File: src/rtl/load_writeback.sv
// Retire-stage register writeback with load data extraction and alignment checks.
// Optional macro LOAD_WB_FWD_EN adds fwd_* ports showing next cycle's write.
module load_writeback #(
   parameter int DATA_W     = 32,
   parameter int REG_ADDR_W = 5,
   localparam int OFF_W     = $clog2(DATA_W / 8)
) (
   input  logic                  clk,
   input  logic                  rst,
   input  logic                  in_valid,
   output logic                  in_ready,
   input  logic                  in_rd_valid,
   input  logic [REG_ADDR_W-1:0] in_rd_addr,
   input  logic [DATA_W-1:0]     in_alu_value,
   input  logic                  in_is_load,
   input  logic [1:0]            in_ld_size,
   input  logic                  in_ld_unsigned,
   input  logic [OFF_W-1:0]      in_addr_lo,
   input  logic                  mem_rsp_valid,
   input  logic [DATA_W-1:0]     mem_rsp_data,
   output logic                  wr_en,
   output logic [REG_ADDR_W-1:0] wr_addr,
   output logic [DATA_W-1:0]     wr_value,
   output logic                  stall,
   output logic                  misalign
`ifdef LOAD_WB_FWD_EN
   ,
   output logic                  fwd_valid,
   output logic [REG_ADDR_W-1:0] fwd_addr,
   output logic [DATA_W-1:0]     fwd_value
`endif
);

   typedef enum logic {
      IDLE,
      WAIT_RSP
   } state_t;

   state_t                r_state;
   logic                  r_rd_valid;
   logic [REG_ADDR_W-1:0] r_rd_addr;
   logic [1:0]            r_size;
   logic                  r_uns;
   logic [OFF_W-1:0]      r_off;

   logic                  w_idle;
   logic                  w_acc;
   logic                  w_ld_done;
   logic                  w_f_rd_valid;
   logic [REG_ADDR_W-1:0] w_f_rd_addr;
   logic [1:0]            w_f_size;
   logic                  w_f_uns;
   logic [OFF_W-1:0]      w_f_off;
   logic [DATA_W-1:0]     w_ext;
   logic                  w_mis;
   logic                  w_nx_we;
   logic                  w_nx_mis;
   logic [REG_ADDR_W-1:0] w_nx_addr;
   logic [DATA_W-1:0]     w_nx_val;

   // A 32-bit datapath has no dword, so size 3 folds onto word.
   function automatic logic [1:0] f_eff_size(input logic [1:0] sz);
      logic [1:0] o;
      o = sz;
      if (DATA_W == 32 && sz == 2'd3) o = 2'd2;
      return o;
   endfunction

   function automatic logic f_misal(
      input logic [1:0]       sz,
      input logic [OFF_W-1:0] off
   );
      logic m;
      case (sz)
         2'd0:    m = 1'b0;
         2'd1:    m = off[0];
         2'd2:    m = (off[1:0] != 2'b00);
         default: m = (off != '0);
      endcase
      return m;
   endfunction

   function automatic logic [DATA_W-1:0] f_extract(
      input logic [DATA_W-1:0] data,
      input logic [1:0]        sz,
      input logic              uns,
      input logic [OFF_W-1:0]  off
   );
      logic [OFF_W-1:0]  a;
      logic [DATA_W-1:0] r;
      logic [DATA_W-1:0] o;
      logic              s;
      int                n;
      a = off;
      case (sz)
         2'd0:    a = off;
         2'd1:    a[0] = 1'b0;
         2'd2:    a[1:0] = 2'b00;
         default: a = '0;
      endcase
      r = data >> {a, 3'b000};
      case (sz)
         2'd0: begin
            s = r[7];
            n = 8;
         end
         2'd1: begin
            s = r[15];
            n = 16;
         end
         2'd2: begin
            s = r[31];
            n = 32;
         end
         default: begin
            s = r[DATA_W-1];
            n = DATA_W;
         end
      endcase
      s = s & ~uns;
      for (int i = 0; i < DATA_W; i++) begin
         o[i] = (i < n) ? r[i] : s;
      end
      return o;
   endfunction

   assign w_idle    = (r_state == IDLE);
   assign w_acc     = in_valid && w_idle;
   assign in_ready  = w_idle;
   assign stall     = !w_idle;
   assign w_ld_done = mem_rsp_valid && (!w_idle || (w_acc && in_is_load));

   // While waiting, the latched request describes the response, not the inputs.
   assign w_f_rd_valid = w_idle ? in_rd_valid : r_rd_valid;
   assign w_f_rd_addr  = w_idle ? in_rd_addr : r_rd_addr;
   assign w_f_size     = w_idle ? f_eff_size(in_ld_size) : r_size;
   assign w_f_uns      = w_idle ? in_ld_unsigned : r_uns;
   assign w_f_off      = w_idle ? in_addr_lo : r_off;

   assign w_ext = f_extract(mem_rsp_data, w_f_size, w_f_uns, w_f_off);
   assign w_mis = f_misal(w_f_size, w_f_off);

   always_comb begin
      w_nx_we   = 1'b0;
      w_nx_mis  = 1'b0;
      w_nx_addr = w_f_rd_addr;
      w_nx_val  = w_ext;
      if (rst) begin
         w_nx_we  = 1'b0;
         w_nx_mis = 1'b0;
      end else if (w_acc && !in_is_load) begin
         w_nx_we  = in_rd_valid && (in_rd_addr != '0);
         w_nx_val = in_alu_value;
      end else if (w_ld_done) begin
         w_nx_we  = w_f_rd_valid && (w_f_rd_addr != '0) && !w_mis;
         w_nx_mis = w_mis;
      end
   end

`ifdef LOAD_WB_FWD_EN
   assign fwd_valid = w_nx_we;
   assign fwd_addr  = w_nx_addr;
   assign fwd_value = w_nx_val;
`endif

   always_ff @(posedge clk) begin
      if (rst) begin
         r_state    <= IDLE;
         wr_en      <= 1'b0;
         misalign   <= 1'b0;
         wr_addr    <= '0;
         wr_value   <= '0;
         r_rd_valid <= 1'b0;
         r_rd_addr  <= '0;
         r_size     <= 2'd0;
         r_uns      <= 1'b0;
         r_off      <= '0;
      end else begin
         wr_en    <= w_nx_we;
         misalign <= w_nx_mis;
         if (w_nx_we) begin
            wr_addr  <= w_nx_addr;
            wr_value <= w_nx_val;
         end
         case (r_state)
            IDLE: begin
               if (w_acc && in_is_load && !mem_rsp_valid) begin
                  r_rd_valid <= in_rd_valid;
                  r_rd_addr  <= in_rd_addr;
                  r_size     <= f_eff_size(in_ld_size);
                  r_uns      <= in_ld_unsigned;
                  r_off      <= in_addr_lo;
                  r_state    <= WAIT_RSP;
               end
            end
            WAIT_RSP: begin
               if (mem_rsp_valid) r_state <= IDLE;
            end
            default: r_state <= IDLE;
         endcase
      end
   end

endmodule

File: config.mk
export PLATFORM = sky130hd
export DESIGN_NAME = load_writeback
export DESIGN_NICKNAME = d
export VERILOG_FILES = /design/src/rtl/load_writeback.sv
export SDC_FILE = /design/constraint.sdc
export NUM_CORES = 1
export LEC_CHECK = 0
export BUFFER_PORTS_ARGS = -buffer_cell sky130_fd_sc_hd__buf_2
export CAP_MARGIN = 0
export CELL_PAD_IN_SITES_DETAIL_PLACEMENT = 1
export CELL_PAD_IN_SITES_GLOBAL_PLACEMENT = 2
export CORE_UTILIZATION = 28
export CTS_BUF_LIST = sky130_fd_sc_hd__clkbuf_16
export CTS_CLUSTER_SIZE = 12
export DETAILED_ROUTE_END_ITERATION = 8
export HOLD_SLACK_MARGIN = 0.15
export PLACE_DENSITY = 0.81
export SYNTH_ARGS = -nofsm -noshare
export SYNTH_HDL_FRONTEND = slang
export SYNTH_SLANG_ARGS = --single-unit
File: constraint.sdc
create_clock -name clk -period 7 [get_ports clk]
set_input_delay 1.05 -clock clk [delete_from_list [all_inputs] [get_ports clk]]
set_output_delay 1.05 -clock clk [all_outputs]
set_load 0.005 [all_outputs]
Word level (Yosys, flattened, before mapping)
Index checks and enable logic that the tools add are counted.

cells by class
  reductions and logical operators = 19
  add/sub/neg operators = 0
  muxes and demuxes = 50
  div/mod/pow operators = 0
  eq/ne operators = 2
  shifts and indexed selects = 1
  bitwise logic cells = 4
  magnitude comparators = 32
  multipliers = 0

operator list
  operator               count
  $lt A6 B32 Y1 const A  16
  $lt A5 B32 Y1 const A  8
  $lt A4 B32 Y1 const A  4
  $lt A3 B32 Y1 const A  2
  $mux W1                41
  $lt A1 B32 Y1 const A  1
  $lt A2 B32 Y1 const A  1
  $mux W32               1
  $shr A32 B5 Y32        1
  $pmux W6 S2            1
  $reduce_bool A5 Y1     2
  $logic_and A1 B1 Y1    8
  $mux W2                3
  $pmux W1 S2            3
  $mux W5                1
  $logic_not A1 Y1       3
  $not A1 Y1             3
  $reduce_or A3 Y1       1
  $eq A2 B1 Y1 const B   1
  $eq A2 B2 Y1 const B   1
  $logic_not A2 Y1       1
  $reduce_and A2 Y1      1
  $reduce_bool A2 Y1     1
  $reduce_or A2 Y1       1
  2 further kinds        2

storage, ports and cells
  bits in registers = 51
  input bits = 80
  bits in latches = 0
  memory bits (writable) = 0
  output and inout bits = 41
  ROM bits = 0
  logic and storage cells = 118
  memories = 0

Depth between registers and ports, before layout
Gate-level depths: netlist of the first run.

  depth in word-level cells = 11
  gate-level depth with buffers = 13

Worst setup path after synthesis of the first run
OpenSTA, ideal clock, no wires.

  path kind = in2reg
  from = input in_ld_size[1]
  to = register wr_value[31]
  arrival = 3476 ps
  stages on the path = 11
  required time = 6909 ps
  path slack = 3433 ps
  setup time = 91 ps
  buffers on the path = 2
  path through = or3_1 > nand2_1 > inv_1 > ha_1 > clkbuf_1 > or2_2 > clkbuf_1 > or3_1 > o22ai_2 > o221ai_1 > a311oi_1

on the way
  word-level cells in the longest chain between the ends = 11
  elaborated cells on any way between the ends = 21
  classes of those cells = 1 x order compare; 2 x eq/ne; 1 x shift; 12 x mux; 1 x bitwise; 4 x reduce/logical

RTL lines
  what                                                     RTL line     text
  start, declared                                          16           input logic [1:0] in_ld_size,
  $eq A2 B2 Y1                                             65           if (DATA_W == 32 && sz == 2'd3) o = 2'd2;
  $mux W2 *                                                65
  $mux W2 *                                                136          assign w_f_size = w_idle ? f_eff_size(in_ld_size) : r_size;
  $eq A2 B1 Y1 / $logic_not A2 Y1 (equally long branches)  74, 95, 102
  $reduce_or A2 Y1 (no line)                               --
  $mux W1                                                  95           case (sz)
  $shr A32 B5 Y32                                          101          r = data >> {a, 3'b000};
  $pmux W1 S2                                              102          case (sz)
  $and A1 B1 Y1                                            120          s = s & ~uns;
  $mux W1                                                  122          o[i] = (i < n) ? r[i] : s;
  $mux W32                                                 151          end else if (w_acc && !in_is_load) begin
  end signal, assigned                                     183          wr_value <= w_nx_val;
  end, declared                                            23           output logic [DATA_W-1:0] wr_value,

Every way passes the cells marked *; elsewhere a longest branch is shown, timed or not.
A chain may end at the register's enable or synchronous reset.

Worst setup path in the final report of the first run
  from = input in_ld_size[1]
  to = register wr_value[23]

The elaborated chain is that of the path after synthesis.

==> impl_metrics.json, run 1 <==
{
  "hp-class": "flop to flop",
  "gp_congestion": 0.8010,
  "synthCells": 382,
  "synth_area_um2": 2968,
  "critPathCaptureType": "flop",
  "drtIter0Drc": 135,
  "insertion_delay_ps": 300,
  "swShare": 0.2963,
  "combPwrFrac": 0.221,
  "clock_sinks": 51,
  "hold_viol": 0,
  "max_stage_delay_ps": 690,
  "final_antenna_net_count": 0,
  "ys_types": 50,
  "powerDensity_nw_per_um2": 203.5,
  "fillers": 1303,
  "start_kind": "input port",
  "htreeDepth": 2,
  "drt-wirelength-per-cell_um": 18.11,
  "start_util": 0.2888,
  "rows": 37,
  "seqPwrFrac": 0.408,
  "worst_clock_skew_ps": 7.242,
  "grt_pass1_wl_um": 17630,
  "final_common_cell": "buf_2",
  "clkPwrFrac": 0.371,
  "max_freq_mhz": 253.4,
  "rsz0062_at_grt": "false",
  "peakVddDrop_v": 0.00008917,
  "drv_cap": 0,
  "via_count": 3293,
  "pre_cts_slack_ps": 2835,
  "leakage_nw": 1.593,
  "design_area_um2": 3796,
  "grt.overflow.total": 0,
  "worstSetupPathType": "input port to flop",
  "antenna_found_initial": 0,
  "post_cts_buffers": 0,
  "drc": 0,
  "routed_wl_um": 11210,
  "hold_buffers": 0,
  "outcome": "complete, no violations",
  "worst_ep_required_time_ps": 7140,
  "period_needed_ps": 3947,
  "grt_max_degree": 52,
  "worst_pin_slew_ps": 1258,
  "synth-seq-cells": 51,
  "detailed_place_hpwl_um": 8245,
  "viasPerCell": 5.320,
  "cts_made_buffers": 5,
  "nNetsFinal": 563,
  "areaGrowthSynthToFinish_pct": 27.91,
  "final_cell_mix": "buf_2, nand2_1, dfxtp_1",
  "slew_viol_final": 0,
  "die_y_um": 105.0,
  "intPower_uw": 543.6,
  "grt_use_total": 0.2029,
  "yosysSeqAreaShare": 0.3440,
  "syn-num-nets": 463,
  "crit_fanout": 10,
  "drive_above_1_share": 0.3043,
  "path_clk_slew_ps": 80,
  "place_area_um2": 3628,
  "yosysWarnings": 0,
  "power.switching_uw": 228.9,
  "finalWorstSetupSlack_ps": 3053,
  "io_pins": 121,
  "antenna_cells": 0,
  "cts_resized": 0,
  "multiInputGateArea_um2": 1807,
  "core_area_um2": 10280,
  "die_area_um2": 11020,
  "cts.path.max_buffers": 2,
  "max-slew-margin-rel": 0.1551,
  "final_util": 0.3694,
  "finalSetupViolCount": 0,
  "synth.avg_cell_area_um2": 7.769,
  "regArea_um2": 1021,
  "fin_tns_setup_ps": 0,
  "period_share": 0.5638,
  "grt_pass1_vias": 3302,
  "die_w_um": 105.0,
  "slowest_stage": "nor2_1",
  "dr.pass1.iters": 4,
  "portBuffers": 120,
  "cp.arrival_ps": 4090,
  "cts_tree": "done",
  "crit_path_cell_trace": "buf_2 -> or3_1 -> nand2_1 -> inv_1 -> ha_1 -> nor2_1 -> nor3_1 -> nor2b_1 -> a2111oi_0 -> a2111oi_2",
  "cts_root_buffer": "clkbuf_16"
}
path summary, 6_finish.rpt:
path | slack [ps] | depth (start not counted) | startpoint | endpoint
hold reg to reg | 470 | 2 | r_rd_valid | r_rd_valid
hold / removal | 470 | 2 | r_rd_valid | r_rd_valid
setup reg to reg | 3210 | 9 | stall | wr_value[23]
setup / recovery | 3050 | 10 | in_ld_size[1] | wr_value[23]
synthesized netlist by cell type (all sizes together):
cell type / number / area, um2
a2111oi: 2 / 23.77
a211oi: 12 / 90.09
a21o: 1 / 7.510
a21oi: 28 / 143.9
a221o: 7 / 70.07
a221oi: 24 / 210.2
a311oi: 1 / 8.760
a31o: 1 / 8.760
a31oi: 2 / 12.51
and2: 5 / 31.28
and3: 2 / 12.51
and4b: 1 / 10.01
buf: 8 / 46.29
clkbuf: 21 / 78.83
dfxtp: 51 / 1021
ha: 1 / 12.51
inv: 4 / 15.01
mux2: 8 / 90.09
mux2i: 15 / 162.7
nand2: 88 / 330.3
nand2b: 1 / 6.260
nand3: 10 / 50.05
nand3b: 1 / 7.510
nand4b: 1 / 8.760
nand4bb: 1 / 11.26
nor2: 24 / 90.09
nor2b: 2 / 12.51
nor3: 9 / 45.04
nor3b: 1 / 7.510
nor4: 1 / 21.27
nor4bb: 1 / 10.01
o211ai: 7 / 52.55
o21a: 1 / 7.510
o21ai: 25 / 128.9
o221ai: 2 / 23.77
o22ai: 1 / 12.51
o311a: 1 / 10.01
o31ai: 1 / 7.510
or2: 2 / 12.52
or3: 6 / 37.54
or3b: 1 / 8.760
or4b: 1 / 10.01
through the flow:
stage | hold WS (ps) | power [mW] | instances
final | 471.3 | 0.7724 | 619
after global routing | 489.3 | 0.8072 | 619
after CTS | 474.9 | 0.7794 | 619
after detailed placement | 463.5 | 0.4915 | 611
after global placement | 452.4 | 0.4886 | 611
after floorplan | 436.9 | 0.4196 | 382
state kept, by name (all words and copies together) (netlist names):
| register | count |
|---|---|
| r_uns | 1 |
| r_rd_valid | 1 |
| misalign | 1 |
| wr_value | 32 |
| r_rd_addr | 5 |
| wr_addr | 5 |
| wr_en | 1 |
| r_off | 2 |
| r_size | 2 |
| stall | 1 |
power by group through the flow:
stage	Combinational, mW	Clock, mW	Sequential (mW)
floorplan	0.0990	0	0.321
global placement	0.167	0	0.322
detailed placement	0.169	0	0.322
CTS	0.171	0.293	0.315
global route	0.188	0.302	0.317
finish	0.170	0.287	0.315
layer usage:
layer | global-route usage | part of all wire | vias up
met5 | 0 | 0 | -
met4 | 0.05131 | 0.014 | 0
met3 | 0.03493 | 0.054 | 12
met2 | 0.3316 | 0.47 | 108
met1 | 0.2758 | 0.46 | 1572
li1 | - | - | 1601
worst max-delay path: cells and delay by family:
| family | cells | cell delay [ps] |
|---|---|---|
| adder cells (fa/ha/maj) | 1 | 320 |
| buffers and inverters | 2 | 280 |
| AND/OR/NAND/NOR | 5 | 1840 |
| AO/OA/AOI/OAI | 2 | 580 |
cell families after synthesis:
logic type,Yosys count,synth area share
buffers and inverters,33,0.04722
AOI/OAI and AO/OA,116,0.2757
muxes,23,0.08516
adders and majority gates,1,0.004215
DFF,51,0.3440
and+or+nand+nor,158,0.2437
cell type report:
type / count / share of cell area
clock buffer: 5 / 0.03296
inverter: 4 / 0.003955
sequential: 51 / 0.2690
tap: 136 / 0.04483
timing repair buffer: 122 / 0.1622
multi-input combinational: 298 / 0.4759
clock inverter: 3 / 0.01121
(Power assumes the default switching activity.)
==> run 2: changes to the inputs <==
Settings changed: ABC_AREA set to 1, CORE_UTILIZATION 28 to 26, PLACE_DENSITY 0.81 to 0.77.
Clock period 7 ns to 3.8 ns, I/O delays scaled along.
==> impl_metrics.json, run 2 <==
{
  "grt_max_degree": 44,
  "outcome": "complete, no violations",
  "worst_clock_skew_ps": 4.271,
  "syn-num-nets": 561,
  "synth_top_family_by_area": "simple AND/OR/NAND/NOR gates",
  "max_freq_mhz": 313.1,
  "intPower_uw": 990.2,
  "synth-edff-count": 0,
  "portBuffers": 120,
  "post_cts_buffers": 0,
  "areaGrowthSynthToFinish_pct": 26.41,
  "routed_wl_um": 11320,
  "dr.pass1.iters": 4,
  "slowest_stage": "dfxtp_1",
  "period_needed_ps": 3194,
  "hold_viol": 0,
  "yosysWarnings": 0,
  "period_share": 0.8406,
  "holdPathStages": 2,
  "peakVddDrop_v": 0.0001334,
  "yosysMostFrequentCell": "nand2_1",
  "timing.rr.end": "wr_value[12]",
  "yosys.area.top_type": "dfxtp_1",
  "synth_commonest_cells": "nand2_1, nor2_1, dfxtp_1",
  "synthCells": 480,
  "async_flop_share": 0,
  "crit_fanout": 31,
  "reg2reg_from": "stall",
  "viasPerCell": 4.766,
  "powerDensity_nw_per_um2": 349.8,
  "drive_above_1_share": 0.2916,
  "path_depth": 17,
  "die_w_um": 113.5,
  "met1_usage": 0.2385,
  "cts_resized": 0,
  "multiInputGateArea_um2": 1863,
  "cp_top_family": "simple AND/OR/NAND/NOR gates",
  "grt_pass1_wl_um": 18170,
  "synth-xor-area-share": 0,
  "synth-seq-cells": 51,
  "clkPwrFrac": 0.361,
  "cts.path.max_buffers": 2,
  "htreeDepth": 2,
  "fillers": 1558,
  "finalSetupViolCount": 0,
  "hold_end": "stall",
  "die_area_um2": 12880,
  "final_cells": 751,
  "hold_start": "mem_rsp_valid",
  "ys.flop_type": "dfxtp_1",
  "max-slew-margin-rel": 0.4897,
  "ff2ff_path_depth": 17,
  "antenna_cells": 0,
  "cp.arrival_ps": 3420,
  "worstSetupPathType": "flop to flop",
  "grt_use_total": 0.1800,
  "drc": 0,
  "synthTopCellsByArea": "dfxtp_1, nand2_1, nor2_1, a21oi_1, o21ai_0",
  "insertion_delay_ps": 290,
  "die_y_um": 113.5,
  "cts_made_buffers": 5,
  "rows": 40,
  "max_stage_delay_ps": 490,
  "core_area_um2": 12060,
  "seqPwrFrac": 0.398,
  "synth_area_um2": 3231,
  "detailed_place_hpwl_um": 8882,
  "grt_pass1_vias": 3521,
  "largestRegisters": "wr_value x32, r_rd_addr x5, wr_addr x5",
  "grt.overflow.total": 0,
  "drv_cap": 0,
  "critPathCaptureType": "flop",
  "synth.avg_cell_area_um2": 6.730,
  "slew_viol_final": 0,
  "final_cell_mix": "buf_2, nand2_1, nor2_1",
  "nNetsFinal": 663,
  "synth_fa_ha_area_frac": 0.003873,
  "via_count": 3579,
  "largest_reg_flops": 32,
  "antenna_found_initial": 0,
  "worst_ep_required_time_ps": 4020,
  "gr-max-usage-layer": "met2",
  "met3_usage": 0.02444,
  "hp-class": "input port to flop",
  "drt-wirelength-per-cell_um": 15.07,
  "start_util": 0.2678,
  "ff2ff_setup_slack_ps": 610,
  "path_clk_slew_ps": 70,
  "crit_buf_inv": 3,
  "clock_sinks": 51,
  "combPwrFrac": 0.241,
  "drtIter0Drc": 141,
  "yosys.area_share.simple": 0.3040,
  "gp_congestion": 0.8574,
  "swShare": 0.3069,
  "regArea_um2": 1021,
  "io_pins": 121,
  "rsz0062_at_grt": "false",
  "yosysTopAreaCellShare": 0.3160,
  "cts_tree": "done",
  "fin_tns_setup_ps": 0,
  "final_antenna_net_count": 0,
  "hold_ws_ps": 462.9,
  "place_inst": 743,
  "met2_usage": 0.3102,
  "crit_path_cell_trace": "inv_4 -> nand3_4 -> nand2_4 -> nor2_8 -> clkinv_1 -> ha_1 -> nor2_8 -> inv_2 -> nand3_1 -> nand3_1 -> nand2_2 -> nand2_2 -> nand2_4 -> nand3_4 -> nand2_1 -> nand2_1 -> a21oi_1",
  "yosys-mux-area-fraction": 0.003098,
  "worst_pin_slew_ps": 744.2,
  "hold_buffers": 0,
  "top_register": "wr_value",
  "cts_root_buffer": "clkbuf_16",
  "ys_types": 38,
  "start_kind": "flop",
  "power.switching_uw": 438.4,
  "leakage_nw": 1.963,
  "yosysSeqAreaShare": 0.3160,
  "synth_compound_area_frac": 0.2657,
  "final_common_cell": "buf_2"
}
run 2: changes by cell type after synthesis, moves of 8 or more:
cell,before,now
o21ai_1,0,9
nor2_1,24,56
nand3_1,10,22
mux2_2,8,0
inv_1,4,38
a21oi_1,27,37
mux2i_1,14,1
nand2_1,88,118
a221oi_1,24,0
nor3_1,9,1
o211ai_1,7,15
a211oi_1,12,0
o21ai_0,24,36
o31ai_1,1,14
run 2: cells by family (layout without fill, tap and decap cells):
family,after synthesis,in the layout
DFF,51,51
AOI/OAI and AO/OA,136,136
muxes,1,1
buffers and inverters,75,178
and+or+nand+nor,216,216
adders and majority gates,1,1
run 2: worst max path at each step:
stage,from,to,slack [ps]
3_3_place_gp,in_ld_size[1],wr_value[12],480
5_1_grt,stall,wr_value[12],210
2_1_floorplan,in_ld_size[1],wr_value[12],980
3_5_place_dp,in_ld_size[1],wr_value[12],310
6_report,stall,wr_value[12],610
4_1_cts,stall,wr_value[12],560
run 2: area by class of cell:
class	instances	share of cell area
Timing Repair Buffer	125	0.1593
Clock inverter	3	0.009498
Tap cell	168	0.05147
Multi-Input combinational cell	354	0.4562
Sequential cell	51	0.2500
Inverter	45	0.04289
Clock buffer	5	0.03064
run 2: stage by stage:
stage	cell area (um2)	power, mW	setup WS [ps]	utilization
2_1_floorplan	3231	0.8044	984.5	-
3_3_place_gp	3920	0.9219	476.5	0.3250
3_5_place_dp	3920	0.9285	310.1	0.3250
4_1_cts	4084	1.451	562.0	0.3386
5_1_grt	4084	1.520	208.5	0.3386
6_report	4084	1.429	605.8	0.3386
run 2: power groups by stage:
stage	Sequential, mW	Clock, mW	Combinational [mW]
after detailed placement	0.581	0	0.347
after global placement	0.581	0	0.341
after floorplan	0.580	0	0.224
after global routing	0.572	0.559	0.389
after CTS	0.569	0.534	0.349
final	0.569	0.515	0.344
run 2: layer usage:
metal,share of wire,vias to the layer above
met2,0.48,89
li1,-,1806
met3,0.040,9
met5,0,-
met4,0.0096,0
met1,0.47,1675
